==> config.mk <==
export PLATFORM = sky130hd
export DESIGN_NAME = alu_arbiter
export DESIGN_NICKNAME = d
export VERILOG_FILES = /design/src/rtl/alu_pkg.sv /design/src/rtl/alu.sv /design/src/rtl/rr_arb2.sv /design/src/rtl/alu_arbiter.sv
export SDC_FILE = /design/constraint.sdc
export NUM_CORES = 1
export LEC_CHECK = 0
export CAP_MARGIN = 20
export CELL_PAD_IN_SITES_DETAIL_PLACEMENT = 0
export CELL_PAD_IN_SITES_GLOBAL_PLACEMENT = 1
export CORE_MARGIN = 1.5
export CORE_UTILIZATION = 44
export CTS_BUF_LIST = sky130_fd_sc_hd__clkbuf_2
export CTS_CLUSTER_DIAMETER = 80
export DETAILED_ROUTE_END_ITERATION = 7
export PLACE_DENSITY_LB_ADDON = 0.08
export SYNTH_ARGS = -nofsm -noshare
export SYNTH_HDL_FRONTEND = slang
export SYNTH_HIERARCHICAL = 1
export SYNTH_SLANG_ARGS = --single-unit
==> constraint.sdc <==
create_clock -name clk -period 13.6 [get_ports clk]
set_input_delay 4.08 -clock clk [delete_from_list [all_inputs] [get_ports clk]]
set_output_delay 4.08 -clock clk [all_outputs]
set_load 0.005 [all_outputs]
==> src/rtl/alu_pkg.sv <==
// Shared definitions for the shared-ALU arbiter: default width, ALUctl opcodes,
// requester tags and the legal-opcode check.
package alu_pkg;

  localparam int unsigned XLEN_DEF = 64;

  localparam logic [3:0] ALU_AND = 4'd0;
  localparam logic [3:0] ALU_OR  = 4'd1;
  localparam logic [3:0] ALU_ADD = 4'd2;
  localparam logic [3:0] ALU_SUB = 4'd6;
  localparam logic [3:0] ALU_SLT = 4'd7;
  localparam logic [3:0] ALU_NOR = 4'd12;

  typedef enum logic {
    REQ0 = 1'b0,
    REQ1 = 1'b1
  } req_id_e;

  function automatic logic is_legal_op(input logic [3:0] op);
    case (op)
      ALU_AND, ALU_OR, ALU_ADD, ALU_SUB, ALU_SLT, ALU_NOR: return 1'b1;
      default:                                             return 1'b0;
    endcase
  endfunction

endpackage

==> src/rtl/alu.sv <==
// Combinational ALU: AND, OR, ADD, SUB, signed SLT, NOR; other codes yield 0.
module alu
  import alu_pkg::*;
#(
  parameter int unsigned XLEN = XLEN_DEF
) (
  input  logic [3:0]      alu_ctl,
  input  logic [XLEN-1:0] a,
  input  logic [XLEN-1:0] b,
  output logic [XLEN-1:0] result,
  output logic            zero
);

  always_comb begin
    result = '0;
    case (alu_ctl)
      ALU_AND: result = a & b;
      ALU_OR:  result = a | b;
      ALU_ADD: result = a + b;
      ALU_SUB: result = a - b;
      ALU_SLT: result = {{(XLEN-1){1'b0}}, ($signed(a) < $signed(b))};
      ALU_NOR: result = ~(a | b);
      default: result = '0;
    endcase
  end

  assign zero = (result == '0);

endmodule

==> src/rtl/rr_arb2.sv <==
// Two-way round-robin grant; the pointer moves to the loser after each grant.
module rr_arb2 (
  input  logic       clk,
  input  logic       rst_n,
  input  logic [1:0] eligible,
  output logic [1:0] grant
);

  logic ptr;

  always_comb begin
    grant = '0;
    if (rst_n) begin
      case (eligible)
        2'b01:   grant = 2'b01;
        2'b10:   grant = 2'b10;
        2'b11:   grant = ptr ? 2'b10 : 2'b01;
        default: grant = '0;
      endcase
    end
  end

  always_ff @(posedge clk) begin
    if (!rst_n) begin
      ptr <= 1'b0;
    end else if (grant[0]) begin
      ptr <= 1'b1;
    end else if (grant[1]) begin
      ptr <= 1'b0;
    end
  end

endmodule

==> src/rtl/alu_arbiter.sv <==
// Shares one ALU between two valid/ready requesters: round-robin grant, registered
// operands, result returned on the issuer's response channel. Option: ALU_ARB_ERR_EN.
module alu_arbiter
  import alu_pkg::*;
#(
  parameter int unsigned XLEN = XLEN_DEF
) (
  input  logic            clk,
  input  logic            rst_n,
  input  logic            req0_valid,
  output logic            req0_ready,
  input  logic [3:0]      req0_op,
  input  logic [XLEN-1:0] req0_a,
  input  logic [XLEN-1:0] req0_b,
  output logic            rsp0_valid,
  input  logic            rsp0_ready,
  output logic [XLEN-1:0] rsp0_result,
  output logic            rsp0_zero,
  input  logic            req1_valid,
  output logic            req1_ready,
  input  logic [3:0]      req1_op,
  input  logic [XLEN-1:0] req1_a,
  input  logic [XLEN-1:0] req1_b,
  output logic            rsp1_valid,
  input  logic            rsp1_ready,
  output logic [XLEN-1:0] rsp1_result,
  output logic            rsp1_zero
`ifdef ALU_ARB_ERR_EN
 ,output logic            rsp0_err,
  output logic            rsp1_err
`endif
);

  logic [1:0]      eligible;
  logic [1:0]      grant;
  logic [1:0]      land;
  logic [1:0]      rsp_ready;
  logic [1:0]      rsp_valid;
  logic [1:0]      rsp_zero;
  logic [XLEN-1:0] rsp_result [2];

  logic            iss_valid;
  req_id_e         iss_id;
  logic [3:0]      iss_op;
  logic [XLEN-1:0] iss_a;
  logic [XLEN-1:0] iss_b;

  logic [3:0]      alu_op;
  logic [XLEN-1:0] alu_a;
  logic [XLEN-1:0] alu_b;
  logic [XLEN-1:0] alu_result;
  logic            alu_zero;
  logic [XLEN-1:0] wr_result;
  logic            wr_zero;

  // A full response slot may still accept a new request if it drains on this edge.
  assign eligible[0] = req0_valid & (~rsp_valid[0] | rsp0_ready)
                     & ~(iss_valid & (iss_id == REQ0));
  assign eligible[1] = req1_valid & (~rsp_valid[1] | rsp1_ready)
                     & ~(iss_valid & (iss_id == REQ1));

  rr_arb2 u_arb (
    .clk      (clk),
    .rst_n    (rst_n),
    .eligible (eligible),
    .grant    (grant)
  );

  assign req0_ready = grant[0];
  assign req1_ready = grant[1];

  always_ff @(posedge clk) begin
    if (!rst_n) begin
      iss_valid <= 1'b0;
      iss_id    <= REQ0;
      iss_op    <= '0;
      iss_a     <= '0;
      iss_b     <= '0;
    end else begin
      iss_valid <= |grant;
      if (grant[1]) begin
        iss_id <= REQ1;
        iss_op <= req1_op;
        iss_a  <= req1_a;
        iss_b  <= req1_b;
      end else if (grant[0]) begin
        iss_id <= REQ0;
        iss_op <= req0_op;
        iss_a  <= req0_a;
        iss_b  <= req0_b;
      end
    end
  end

`ifdef ALU_ARB_ERR_EN
  logic       wr_err;
  logic [1:0] rsp_err;

  // Illegal opcodes bypass the ALU with quiet operands and a forced zero result.
  assign wr_err    = ~is_legal_op(iss_op);
  assign alu_op    = wr_err ? ALU_AND : iss_op;
  assign alu_a     = wr_err ? '0 : iss_a;
  assign alu_b     = wr_err ? '0 : iss_b;
  assign wr_result = wr_err ? '0 : alu_result;
  assign wr_zero   = wr_err | alu_zero;
`else
  assign alu_op    = iss_op;
  assign alu_a     = iss_a;
  assign alu_b     = iss_b;
  assign wr_result = alu_result;
  assign wr_zero   = alu_zero;
`endif

  alu #(.XLEN(XLEN)) u_alu (
    .alu_ctl (alu_op),
    .a       (alu_a),
    .b       (alu_b),
    .result  (alu_result),
    .zero    (alu_zero)
  );

  assign land[0]   = iss_valid & (iss_id == REQ0);
  assign land[1]   = iss_valid & (iss_id == REQ1);
  assign rsp_ready = {rsp1_ready, rsp0_ready};

  // A landing result takes priority over the drain so valid stays high on refill.
  always_ff @(posedge clk) begin
    if (!rst_n) begin
      rsp_valid <= '0;
      rsp_zero  <= '0;
`ifdef ALU_ARB_ERR_EN
      rsp_err   <= '0;
`endif
      for (int unsigned i = 0; i < 2; i++) begin
        rsp_result[i] <= '0;
      end
    end else begin
      for (int unsigned i = 0; i < 2; i++) begin
        if (land[i]) begin
          rsp_valid[i]  <= 1'b1;
          rsp_result[i] <= wr_result;
          rsp_zero[i]   <= wr_zero;
`ifdef ALU_ARB_ERR_EN
          rsp_err[i]    <= wr_err;
`endif
        end else if (rsp_ready[i]) begin
          rsp_valid[i] <= 1'b0;
        end
      end
    end
  end

  assign rsp0_valid  = rsp_valid[0];
  assign rsp1_valid  = rsp_valid[1];
  assign rsp0_result = rsp_result[0];
  assign rsp1_result = rsp_result[1];
  assign rsp0_zero   = rsp_zero[0];
  assign rsp1_zero   = rsp_zero[1];
`ifdef ALU_ARB_ERR_EN
  assign rsp0_err    = rsp_err[0];
  assign rsp1_err    = rsp_err[1];
`endif

endmodule
==> results_dict.tcl <==
set metrics [dict create \
    outcome "completed" \
    synthMuxAreaShare_pct 6.34 \
    timing.fmax_mhz 101 \
    synth-seq-area-share_pct 28.8 \
    postRouteAntennaNets 0 \
    clock_latency_ps 990 \
    leakagePower_nw 10.7 \
    arrival_ps 5780 \
    drt-total-wl_mm 93.8 \
    place_hpwl_mm 74.1 \
    critPathCaptureType "output pin" \
    powerDensity_mw_per_mm2 101 \
    ir_drop_uv 64.1 \
    dominantRegCellSynth "dfxtp_1" \
    hold_buffers 0 \
    die_area_mm2 0.0536 \
    grt_max_degree 137 \
    synth.distinct_cells 94 \
    clock_skew_ps 89.1 \
    max-cap-violations 0 \
    gp_congestion 1.04 \
    core_mm2 0.0515 \
    grtUsageTotal_pct 33.9 \
    synth_area_mm2 0.0230 \
    synth-xor-area-share_pct 0.800 \
    wl_per_cell_um 24.5 \
    synth_fp_nets 3281 \
    ios 404 \
    fillers 4907 \
    rsz0062_at_grt "false" \
    met2_length_mm 36.7 \
    period_share_pct 72.5 \
    r2r_cells 17 \
    finalMaxSlewViolations 0 \
    nets 3588 \
    drc_errors 0 \
    setup_tns_ps 0 \
    synth_edf_count 128 \
    root_buffer "clkbuf_2" \
    yosysWarnings 6 \
    grt_pass1_wl_mm 139 \
    die_h_um 232 \
    synth-compound-area-share_pct 28.2 \
    cts_tree "yes" \
    drtPass1Iterations 6 \
    h-tree-depth 3 \
    relSlewSlack_pct 18.3 \
    ctsLongestPathBuffers 3 \
    wl_met3_mm 10.8 \
    grt_pass1_vias 22200 \
    synth_top_family_by_area "compound AO/OA/AOI/OAI gates" \
    rows 83 \
    startpoint_type "input pin" \
    ys_async_sr_fraction_pct 0 \
    antenna_found_initial 3 \
    crit_required_ps 9520 \
    vias_per_cell 6.26 \
    cts_resized 0 \
    syn_inst 2796 \
    worstMarginPinSlew_ps 1190 \
    drive_above_1_share_pct 5.85 \
    crit_type "input pin to output pin" \
    drtIter0Drc 2611 \
    top_layer_used "met5" \
    synth-seq-cells 267 \
    clock_sinks 267 \
    hold_slack_ps 497 \
    initial_core_util_pct 44.6 \
    syn_to_final_growth_pct 21.0 \
    place_inst 3711 \
    met1Wirelength_mm 44.1 \
    post_cts_buffers 0 \
    grt_overflow 0 \
    finalHoldViolCount 0 \
    yosys.area_share.adder_pct 11.8 \
    final-setup-viol-count 0 \
    cts_buffers 69 \
    min_period_ps 9860 \
    whs_path_depth 2 \
    vias 24000 \
    dieWidth_um 232 \
    synth.avg_cell_area_um2 8.22 \
    clk_pin_slew_worst_paths_ps 90 \
    finalNonFillerCells 3826 \
    synthSimpleGateAreaFrac_pct 16.7 \
    port_buffers 403 \
    cp_max_fo 115 \
    hold_class "flop to flop" \
]
-- kinds of logic (layout without fill, tap and decap cells) --
group	Yosys count	in the layout
AND/OR/NAND/NOR	753	753
multiplexers	145	145
other	0	2
XOR/XNOR	21	21
buffers and inverters	390	738
adder cells (fa/ha/maj)	215	215
flip-flops	267	267
AO/OA/AOI/OAI	1005	1005
-- layout make-up --
class,count,area [um2],area share (%)
diodes,2,5.00,0.0180
clock inverters,16,125,0.450
clock buffers,96,480,1.73
multi-input cells,2139,14700,52.9
inverters,199,752,2.70
flip-flops and latches,267,6630,23.8
repair buffers,427,4240,15.3
well taps,680,851,3.06
-- through the flow --
stage          util, %  power [mW]  instance area, um2  worst slack [ps]
2_1_floorplan        -        1.76               23000              4830
3_3_place_gp      52.7        2.23               27200              3770
3_5_place_dp      52.7        2.25               27200              3750
4_1_cts           53.9        2.80               27800              3730
5_1_grt           54.0        2.97               27800              3620
6_report          54.0        2.82               27800              3740
-- state kept, by name, indices dropped and copies added, names as in the netlist, 2 cells and up --
signal and count:
rsp_result 128, alu_a 64, alu_b 64, alu_op 4
rsp_valid 2, rsp_zero 2
-- worst max-delay path, stage by stage --
cell and delay (ps):
buf_4 690, and3_1 430, clkdlybuf4s50_1 550
-- metal layers --
layer | GRT usage [%] | up-vias
li1 | - | 11100
met4 | 9.09 | 2
met3 | 8.61 | 133
met2 | 46.4 | 1334
met5 | 0 | -
met1 | 51.8 | 11400
-- cell usage after synthesis, types with 25 or more instances --
cell        n  area [um2]
buf_2      43         215
nand2_1   141         529
nand2b_1   28         175
nor2_1    208         781
clkbuf_1  104         390
dfxtp_1   139        2780
mux2i_1   141        1410
nor3_1     53         265
nor4_1     55         344
a21o_1     27         203
ha_1      213        2670
and3_1     73         457
o21bai_1   25         188
a21oi_1   316        1580
o21ai_0   237        1190
nand4_1    45         282
edfxtp_1  128        3840
a221oi_1   56         490
nand3_1    40         200
inv_1     196         736
nor2b_1    28         175
o31ai_1    55         413
-- cells in the final DEF, fill, tap and decap left out, types with 18 or more instances in the layout --
cell and instances:
nor2b_1 27, o31ai_1 55, o211ai_1 24, nand4_1 45, nor3_1 53, a21oi_1 315, a21boi_0 18, a221oi_1 56
o21a_1 19, nand3_1 39, edfxtp_1 128, a211oi_1 20, a21o_1 27, mux2i_1 141, nor4_1 54, clkdlybuf4s50_1 402
and2_1 19, o21bai_1 25, inv_1 196, o21ai_0 237, ha_1 213, nand2_1 139, and3_1 73, clkbuf_2 96
nor2_1 207, buf_4 23, nand2b_1 28, dfxtp_1 139
-- path summary, 6_finish.rpt --
check                   start     endpoint  slack [ps]
setup / recovery        rst_n   req1_ready        3740
hold / removal    rsp_zero[1]  rsp_zero[1]         500
setup reg to reg    alu_b[14]  rsp_zero[1]        6620
hold reg to reg   rsp_zero[1]  rsp_zero[1]         500
-- power by group --
group	internal [mW]	switching (mW)
clock	0.227	0.315
combinational	0.469	0.832
sequential	0.907	0.0731
No activity file was read; power rests on OpenSTA's default activity.
==> variant: new RTL, same flow settings <==
Make the reset (`rst_n`) asynchronous in 3 clocked blocks.
--- a/src/rtl/rr_arb2.sv
+++ b/src/rtl/rr_arb2.sv
@@ -20,7 +20,7 @@
     end
   end
 
-  always_ff @(posedge clk) begin
+  always_ff @(posedge clk or negedge rst_n) begin
     if (!rst_n) begin
       ptr <= 1'b0;
     end else if (grant[0]) begin
--- a/src/rtl/alu_arbiter.sv
+++ b/src/rtl/alu_arbiter.sv
@@ -69,7 +69,7 @@
   assign req0_ready = grant[0];
   assign req1_ready = grant[1];
 
-  always_ff @(posedge clk) begin
+  always_ff @(posedge clk or negedge rst_n) begin
     if (!rst_n) begin
       iss_valid <= 1'b0;
       iss_id    <= REQ0;
@@ -124,7 +124,7 @@
   assign rsp_ready = {rsp1_ready, rsp0_ready};
 
   // A landing result takes priority over the drain so valid stays high on refill.
-  always_ff @(posedge clk) begin
+  always_ff @(posedge clk or negedge rst_n) begin
     if (!rst_n) begin
       rsp_valid <= '0;
       rsp_zero  <= '0;
Check against the original RTL: not equivalent (a bounded check fails within 4 cycles, from zero or initial values and one cycle with rst_n low; the reset may be asserted at any time).
==> variant against the unedited design <==
Area after synthesis is 2.0% higher. Clock skew is 12 ps lower. Worst setup slack worse by 390 ps. Wire length is 7.3% lower. Sequential cell count stayed put. Final area is 2.6% higher. First-iteration DRC count is 29% lower. Critical path type unchanged. Highest routed layer is now met4.
Power is not compared: it rests on default switching activity, and its combinational part moved more than twofold at a synthesized area within 25%.
==> variant: results (changes against the unedited design) <==
metric	value	unit	change
synth warn	6		unchanged
Data arrival, critical path	6170	ps	+390 ps
vias in the first global route	23183		+4.3%
Min-Delay Path Depth	1		-1
Worst Path Max Fanout	35		-70%
clock buf count	111		+16%
nonclk buf count	434		+1.6%
Reg-to-Reg Start	alu_op[2]		
share of cells above drive strength 1	10.6	%	+4.7 points
# rows	84		+1.2%
routed wl met2	40900	microns	+11%
vias per inst	6.02		-3.8%
Final Wtd Congestion	0.977		-5.6%
Layout Nets	3576		-0.33%
Multi-Input Combinational	2103		-1.7%
initial antenna violation count	2		-1
design area	28500	sq um	+2.6%
placed cell area	27800	sq um	+2.4%
Non-Clock Inverter Count	210		+5.5%
Worst Reg-to-Reg Cells	16		-1
slowest CP cell	clkdlybuf4s50_1		
met3 WL	5560	microns	-49%
worst relative slew slack	15.9	%	-2.4 points
Worst Hold Class	reg -> reg		
status	finished, final reports clean		
ant diodes	1		-1
placed cells	3702		-0.24%
layout buffering overhead excluding clock cells	15.0	%	-0.29 points
CTS Buf Count	75		+8.7%
unique cell type count in the Yosys netlist	103		+9.6%
DR iter-0 viols	1848		-29%
M1 WL	37300	microns	-15%
final wirelength	87000	microns	-7.3%
clock network share of area	2.51	%	+0.33 points
clock skew	76.7	ps	-12.4 ps
first-pass GRT wire length	133000	microns	-3.7%
largest net degree at the start of global routing	106		-23%
sequential area share after synthesis	28.5	%	-0.33 points
Tot GR Track Use	31.3	%	-2.6 points
# fillers	4941		+0.69%
hold path startpoint	rsp1_result[43]		
Worst path max stage delay	620	ps	-70 ps
top area cells in the synthesized netlist	dfrtp_1 (28%), ha_1 (11%), mux2i_1 (5.9%)		
max layer used	met4		
Non-Filler Instances	3828		+0.052%
sequential share of cell area	23.4	%	-0.41 points
Post-Synthesis Cells	2745		-1.8%
dpl hpwl	66600	microns	-10%
commonest cells in the netlist	dfrtp_1 (267), nand2_1 (266), o21ai_0 (240)		
fraction of area in multi-input gates	53.3	%	+0.34 points
[variant: cell types whose count changed in the layout (fill, tap and decap cells not counted), sizes merged, moves of 60 or more]
cell	unedited run	this run
a21oi	319	181
and3	74	14
dfrtp	0	267
dfxtp	139	0
edfxtp	128	0
mux2	4	135
nand2	141	266
[variant: cells by family (layout without fill, tap and decap cells)]
group / after synthesis / count (layout) / synth area share, %
adders and majority gates: 215 / 215 / 11.5
other: 0 / 1 / 0
AOI/OAI and AO/OA: 848 / 848 / 24.6
xor gates and xnor gates: 24 / 24 / 0.897
buffers and inverters: 375 / 769 / 6.96
DFF: 267 / 267 / 28.5
and+or+nand+nor: 742 / 742 / 15.1
muxes: 274 / 274 / 12.4
[variant: stage by stage]
stage / total power, mW / worst slack [ps] / hold WS (ps)
floorplan: 5.57 / 4920 / 486
global route: 9.12 / 3260 / 513
CTS: 8.39 / 3350 / 502
finish: 8.49 / 3350 / 496
detailed placement: 7.70 / 3350 / 481
global placement: 7.61 / 3370 / 474
[variant: power breakdown]
part	internal, mW	switching [mW]	leakage, nW
Clock	0.289	0.353	0.538
Sequential	1.15	0.361	3.34
Combinational	2.29	4.05	8.26
Total	3.73	4.76	12.1
[variant: per-layer routing]
layer	vias up	global-route usage, %
li1	10740	-
met1	11266	40.8
met2	875	51.9
met3	172	4.77
met4	0	12.7
met5	-	0
[variant: path summary, 6_finish.rpt]
kind | slack [ps] | to
worst min-delay path | 500 | rsp1_result[43]
worst min register to register | 500 | rsp1_result[43]
worst max register to register | 7670 | rsp_zero[0]
min in group asynchronous | 2930 | alu_a[34]
worst max-delay path | 3350 | req0_ready
max in group asynchronous | 8650 | rsp0_result[5]
